--- config.mk ---
export PLATFORM = sky130hd
export DESIGN_NAME = uart_tx_arbiter
export DESIGN_NICKNAME = d
export VERILOG_FILES = /design/src/rtl/uart_tx_arbiter.sv
export SDC_FILE = /design/constraint.sdc
export NUM_CORES = 1
export LEC_CHECK = 0
export CORE_ASPECT_RATIO = 2
export CORE_MARGIN = 2
export CORE_UTILIZATION = 36
export CTS_BUF_LIST = sky130_fd_sc_hd__clkbuf_8
export DETAILED_ROUTE_END_ITERATION = 8
export PLACE_DENSITY_LB_ADDON = 0.05
export SLEW_MARGIN = 20
export SYNTH_ARGS = -nofsm -noshare
export SYNTH_HDL_FRONTEND = slang
export SYNTH_SLANG_ARGS = --single-unit
--- constraint.sdc ---
create_clock -name clk_int -period 2.9 [get_ports clk_int]
set_input_delay 0.58 -clock clk_int [delete_from_list [all_inputs] [get_ports clk_int]]
set_output_delay 0.58 -clock clk_int [all_outputs]
set_load 0.02 [all_outputs]
--- src/rtl/uart_tx_arbiter.sv ---
// Round-robin arbiter sharing one UART transmitter among NUM_REQ byte producers.
// Grants one requester, latches its byte, strobes start and tracks the frame via uart_tx_ready.
module uart_tx_arbiter #(
    parameter int NUM_REQ        = 4,
    parameter int DATA_W         = 8,
    parameter int TIMEOUT_CYCLES = 1024
) (
    input  logic                         clk_int,
    input  logic                         uart_reset,
    input  logic [NUM_REQ-1:0]           req_valid,
    input  logic [NUM_REQ*DATA_W-1:0]    req_data,
    output logic [NUM_REQ-1:0]           req_ready,
    output logic                         uart_tx_start,
    output logic [DATA_W-1:0]            uart_transmit_data,
    input  logic                         uart_tx_ready,
    output logic [$clog2(NUM_REQ)-1:0]   grant_id,
    output logic                         arb_busy,
    output logic                         tx_done,
    output logic                         timeout_err
);

    localparam int IDW   = $clog2(NUM_REQ);
    localparam int CNT_W = (TIMEOUT_CYCLES > 1) ? $clog2(TIMEOUT_CYCLES) : 1;

    typedef enum logic [1:0] {
        IDLE,
        START,
        WAIT_DONE
    } state_t;

    state_t               state_q;
    logic [IDW-1:0]       ptr_q;
    logic [IDW-1:0]       grant_q;
    logic [CNT_W-1:0]     cnt_q;
    logic [NUM_REQ-1:0]   ready_q;
    logic                 start_q;
    logic [DATA_W-1:0]    data_q;
    logic                 busy_q;
    logic                 done_q;
    logic                 to_q;

    logic                 found_d;
    logic [IDW-1:0]       sel_d;
    logic [DATA_W-1:0]    req_bytes [NUM_REQ];

    for (genvar g = 0; g < NUM_REQ; g++) begin : g_bytes
        assign req_bytes[g] = req_data[g*DATA_W +: DATA_W];
    end

    // First valid requester searching upward from ptr+1, wrapping at NUM_REQ.
    always_comb begin
        logic [IDW-1:0] idx;
        found_d = 1'b0;
        sel_d   = '0;
        idx     = '0;
        for (int unsigned i = 0; i < NUM_REQ; i++) begin
            idx = IDW'((32'(ptr_q) + 32'd1 + i) % NUM_REQ);
            if (!found_d && req_valid[idx]) begin
                found_d = 1'b1;
                sel_d   = idx;
            end
        end
    end

    always_ff @(posedge clk_int) begin
        if (!uart_reset) begin
            state_q <= IDLE;
            ptr_q   <= IDW'(NUM_REQ - 1);
            grant_q <= '0;
            cnt_q   <= '0;
            ready_q <= '0;
            start_q <= 1'b0;
            data_q  <= '0;
            busy_q  <= 1'b0;
            done_q  <= 1'b0;
            to_q    <= 1'b0;
        end else begin
            ready_q <= '0;
            done_q  <= 1'b0;
            to_q    <= 1'b0;
            case (state_q)
                IDLE: begin
                    if (uart_tx_ready && found_d) begin
                        state_q <= START;
                        start_q <= 1'b1;
                        data_q  <= req_bytes[sel_d];
                        ready_q <= NUM_REQ'(1) << sel_d;
                        grant_q <= sel_d;
                        ptr_q   <= sel_d;
                        cnt_q   <= '0;
                        busy_q  <= 1'b1;
                    end
                end
                START: begin
                    if (!uart_tx_ready) begin
                        state_q <= WAIT_DONE;
                        start_q <= 1'b0;
                        cnt_q   <= '0;
                    end else if (cnt_q == CNT_W'(TIMEOUT_CYCLES - 1)) begin
                        // Byte is dropped; ptr already points at this requester so the next search moves on.
                        state_q <= IDLE;
                        start_q <= 1'b0;
                        cnt_q   <= '0;
                        busy_q  <= 1'b0;
                        to_q    <= 1'b1;
                    end else begin
                        cnt_q <= cnt_q + 1'b1;
                    end
                end
                WAIT_DONE: begin
                    if (uart_tx_ready) begin
                        state_q <= IDLE;
                        busy_q  <= 1'b0;
                        done_q  <= 1'b1;
                    end
                end
                default: state_q <= IDLE;
            endcase
        end
    end

    assign req_ready          = ready_q;
    assign uart_tx_start      = start_q;
    assign uart_transmit_data = data_q;
    assign grant_id           = grant_q;
    assign arb_busy           = busy_q;
    assign tx_done            = done_q;
    assign timeout_err        = to_q;

endmodule

==> flow_metrics.env <==
export IMPL_drt_iter0_drc=26
export IMPL_leakagePower_nw=0.888
export IMPL_clock_latency_ps=280
export IMPL_grt_overflow=0
export IMPL_rows=34
export IMPL_rsz0062_at_grt="false"
export IMPL_antenna_found_initial=0
export IMPL_cts_hold_buf=0
export IMPL_path_depth=6
export IMPL_io_buffers=56
export IMPL_post_cts_buffers=0
export IMPL_clkSlewWorstSetupHoldPaths_ps=70
export IMPL_die_h_um=99.4
export IMPL_yosysSeqAreaShare=0.391
export IMPL_grt_max_degree=22
export IMPL_cts_root_buf="clkbuf_8"
export IMPL_holdPathEnd="uart_tx_start"
export IMPL_layout_drive_gt1_share=0.0732
export IMPL_maxSlewViolCount=0
export IMPL_dieArea_um2=5140
export IMPL_area_growth_syn_to_layout_pct=43.3
export IMPL_synth_enable_flop_cells=0
export IMPL_min_from="uart_tx_start"
export IMPL_holdPathStages=2
export IMPL_fin_area_um2=2350
export IMPL_critical_path_buf_inv_count=2
export IMPL_cap_violations=0
export IMPL_final_nets=288
export IMPL_critPathMaxStageDelay_ps=490
export IMPL_cts_htree_levels=2
export IMPL_ant_nets=0
export IMPL_synth_compound_area_frac=0.211
export IMPL_track_usage=0.191
export IMPL_fin_tns_setup_ps=0
export IMPL_ir_drop_mv=0.509
export IMPL_synth_cell_type_count=43
export IMPL_drc=0
export IMPL_wirelength_um=4680
export IMPL_hold_class="flip-flop to flip-flop"
export IMPL_ios=57
export IMPL_coreArea_um2=4380
export IMPL_critical_path_required_ps=3090
export IMPL_rrSetupSlack_ps=920
export IMPL_syn_cell_area_um2=1640
export IMPL_path_max_fanout=9
export IMPL_period_minus_slack_ps=2190
export IMPL_synth_xor_xnor_area_share=0.0374
export IMPL_cts_num_sinks=32
export IMPL_worst_slew_pin_slew_ps=469
export IMPL_crit_family="buffers and inverters"
export IMPL_clock_skew_ps=3.39
export IMPL_via_per_inst=5.27
export IMPL_r2r_end="uart_transmit_data[0]"
export IMPL_synth_simple_gate_area_share=0.191
export IMPL_start_kind="input port"
export IMPL_finalCritPeriodShare=0.755
export IMPL_synth_ff_type="dfxtp_1"
export IMPL_cts_buffer_depth=2
export IMPL_synth_warnings=0
export IMPL_wire_per_inst_um=15.6
export IMPL_fmax_ghz=0.456
export IMPL_placed_area_um2=2240
export IMPL_cp_slowest_cell="nor4_2"
export IMPL_dpl_hpwl_um=3660
export IMPL_grt_pass1_wl_um=7360
export IMPL_p_per_area_nw_per_um2=623
export IMPL_reg2reg_from="state_q[0]"
export IMPL_synth_top_family_by_area="compound AO/OA/AOI/OAI gates"
export IMPL_fp_dieW_um=51.7
export IMPL_n_antenna_cell=0
export IMPL_endpoint_kind="flip-flop"
export IMPL_initial_core_util=0.374
export IMPL_vias=1581
export IMPL_syn_inst=186
export IMPL_status="complete, no violations"
export IMPL_worst_setup_path_type="input port to flip-flop"
export IMPL_worstPathArrival_ps=2380
export IMPL_cts_made_buffers=5
export IMPL_async_reset_ff_frac=0
export IMPL_cts_resized=0
export IMPL_path_cells="clkdlybuf4s50_1 -> nor4_2 -> o22ai_1 -> buf_4 -> a21o_1 -> o32ai_1"
export IMPL_syn_num_nets=229
export IMPL_setup_violations=0
export IMPL_ff2ff_path_depth=7
export IMPL_synth_mux_area_frac=0.0794
export IMPL_ys_ff_latch=32
export IMPL_grt_pass1_vias=1674
export IMPL_cts_tree="done"
export IMPL_gp_congestion=0.822
export IMPL_yosys_area_share_adder=0.0305
export IMPL_firstDrtPassIters=4
export IMPL_max_slew_margin=0.685
export IMPL_syn_area_per_cell_um2=8.81
export IMPL_final_hold_viol_count=0
per-layer routing:
layer  wire length (µm)  vias to the layer above  GRT usage
li1                   -                      790          -
met1               1710                      734      0.174
met2               2710                       51      0.376
met3                193                        6     0.0375
met4                 67                        0     0.0891
met5                  0                        -          0
cells in the mapped netlist (all sizes together), types with 3 or more instances:
cell,count,area [µm²]
or2,3,18.8
nor2b,3,18.8
a211oi,15,113
nor4,3,25.0
xnor2,3,26.3
nand3,9,45.0
o22ai,3,25.0
mux2i,13,130
o221ai,3,26.3
nor2,20,75.1
ha,4,50.1
xor2,4,35.0
o31ai,3,27.5
nand2,11,41.3
o21ai,13,68.8
a21oi,6,30.0
inv,14,52.6
buf,4,37.5
dfxtp,32,641
nand4,3,18.8
worst reg2reg max path, cell delays in order, from the launching register on:
cell      delay, ps
dfxtp_1         340
inv_1            90
ha_1            290
nand2_1         150
nor2_1          410
nand2_1         220
a211oi_1        270
a211oi_1         70
registers in the layout, summed over array words and instances (netlist names):
register            flops
uart_tx_start           1
state_q                 2
uart_transmit_data      8
grant_id                2
timeout_err             1
arb_busy                1
tx_done                 1
req_ready               4
ptr_q                   2
cnt_q                  10
kinds of logic (layout without fill, tap and decap cells):
family	after synthesis	after routing
simple gates	61	61
compound gates	49	49
flops	32	32
buf+inv	20	80
mux	13	13
xor+xnor	7	7
fa+ha+maj	4	4
layout by cell type (no fill, tap or decap), drive strengths merged, types with 3 or more instances in the layout:
master,count
o221ai,3
a211oi,15
nor2,20
nand3,9
dfxtp,32
mux2i,13
o22ai,3
clkbuf,5
xnor2,3
clkdlybuf4s50,56
or2,3
xor2,4
a21oi,6
nor2b,3
inv,14
nor4,3
ha,4
o21ai,13
o31ai,3
nand4,3
nand2,11
metrics by stage:
step | setup WS [ps] | instances | util | hold WS (ps) | power, mW
6_report | 709 | 300 | 0.536 | 465 | 1.46
5_1_grt | 585 | 300 | 0.536 | 488 | 1.55
4_1_cts | 723 | 300 | 0.536 | 466 | 1.48
3_5_place_dp | 416 | 292 | 0.511 | 452 | 1.05
3_3_place_gp | 457 | 292 | 0.511 | 453 | 1.03
2_1_floorplan | 1160 | 186 | - | 465 | 0.856
cell type report:
cell class,instances,area [µm²]
Clock inverter,3,42.5
Multi-Input combinational cell,134,901
Inverter,14,52.6
Clock buffer,5,68.8
Sequential cell,32,641
Fill cell,407,2030
Timing Repair Buffer,58,576
Tap cell,54,67.6
how the worst max path moves through the flow:
stage | startpoint | end | slack, ps
2_1_floorplan | req_valid[0] | uart_transmit_data[5] | 1160
4_1_cts | req_valid[2] | uart_transmit_data[1] | 720
5_1_grt | req_valid[1] | uart_tx_start | 590
3_3_place_gp | req_valid[0] | uart_tx_start | 460
3_5_place_dp | req_valid[0] | uart_tx_start | 420
6_report | req_valid[1] | uart_tx_start | 710
where the power goes:
| part | leakage, nW | switching (mW) | internal, mW |
|---|---|---|---|
| logic | 0.572 | 0.270 | 0.231 |
| registers | 0.261 | 0.0412 | 0.497 |
| clock network | 0.0541 | 0.171 | 0.254 |
Power figures use the tool's default switching activity.
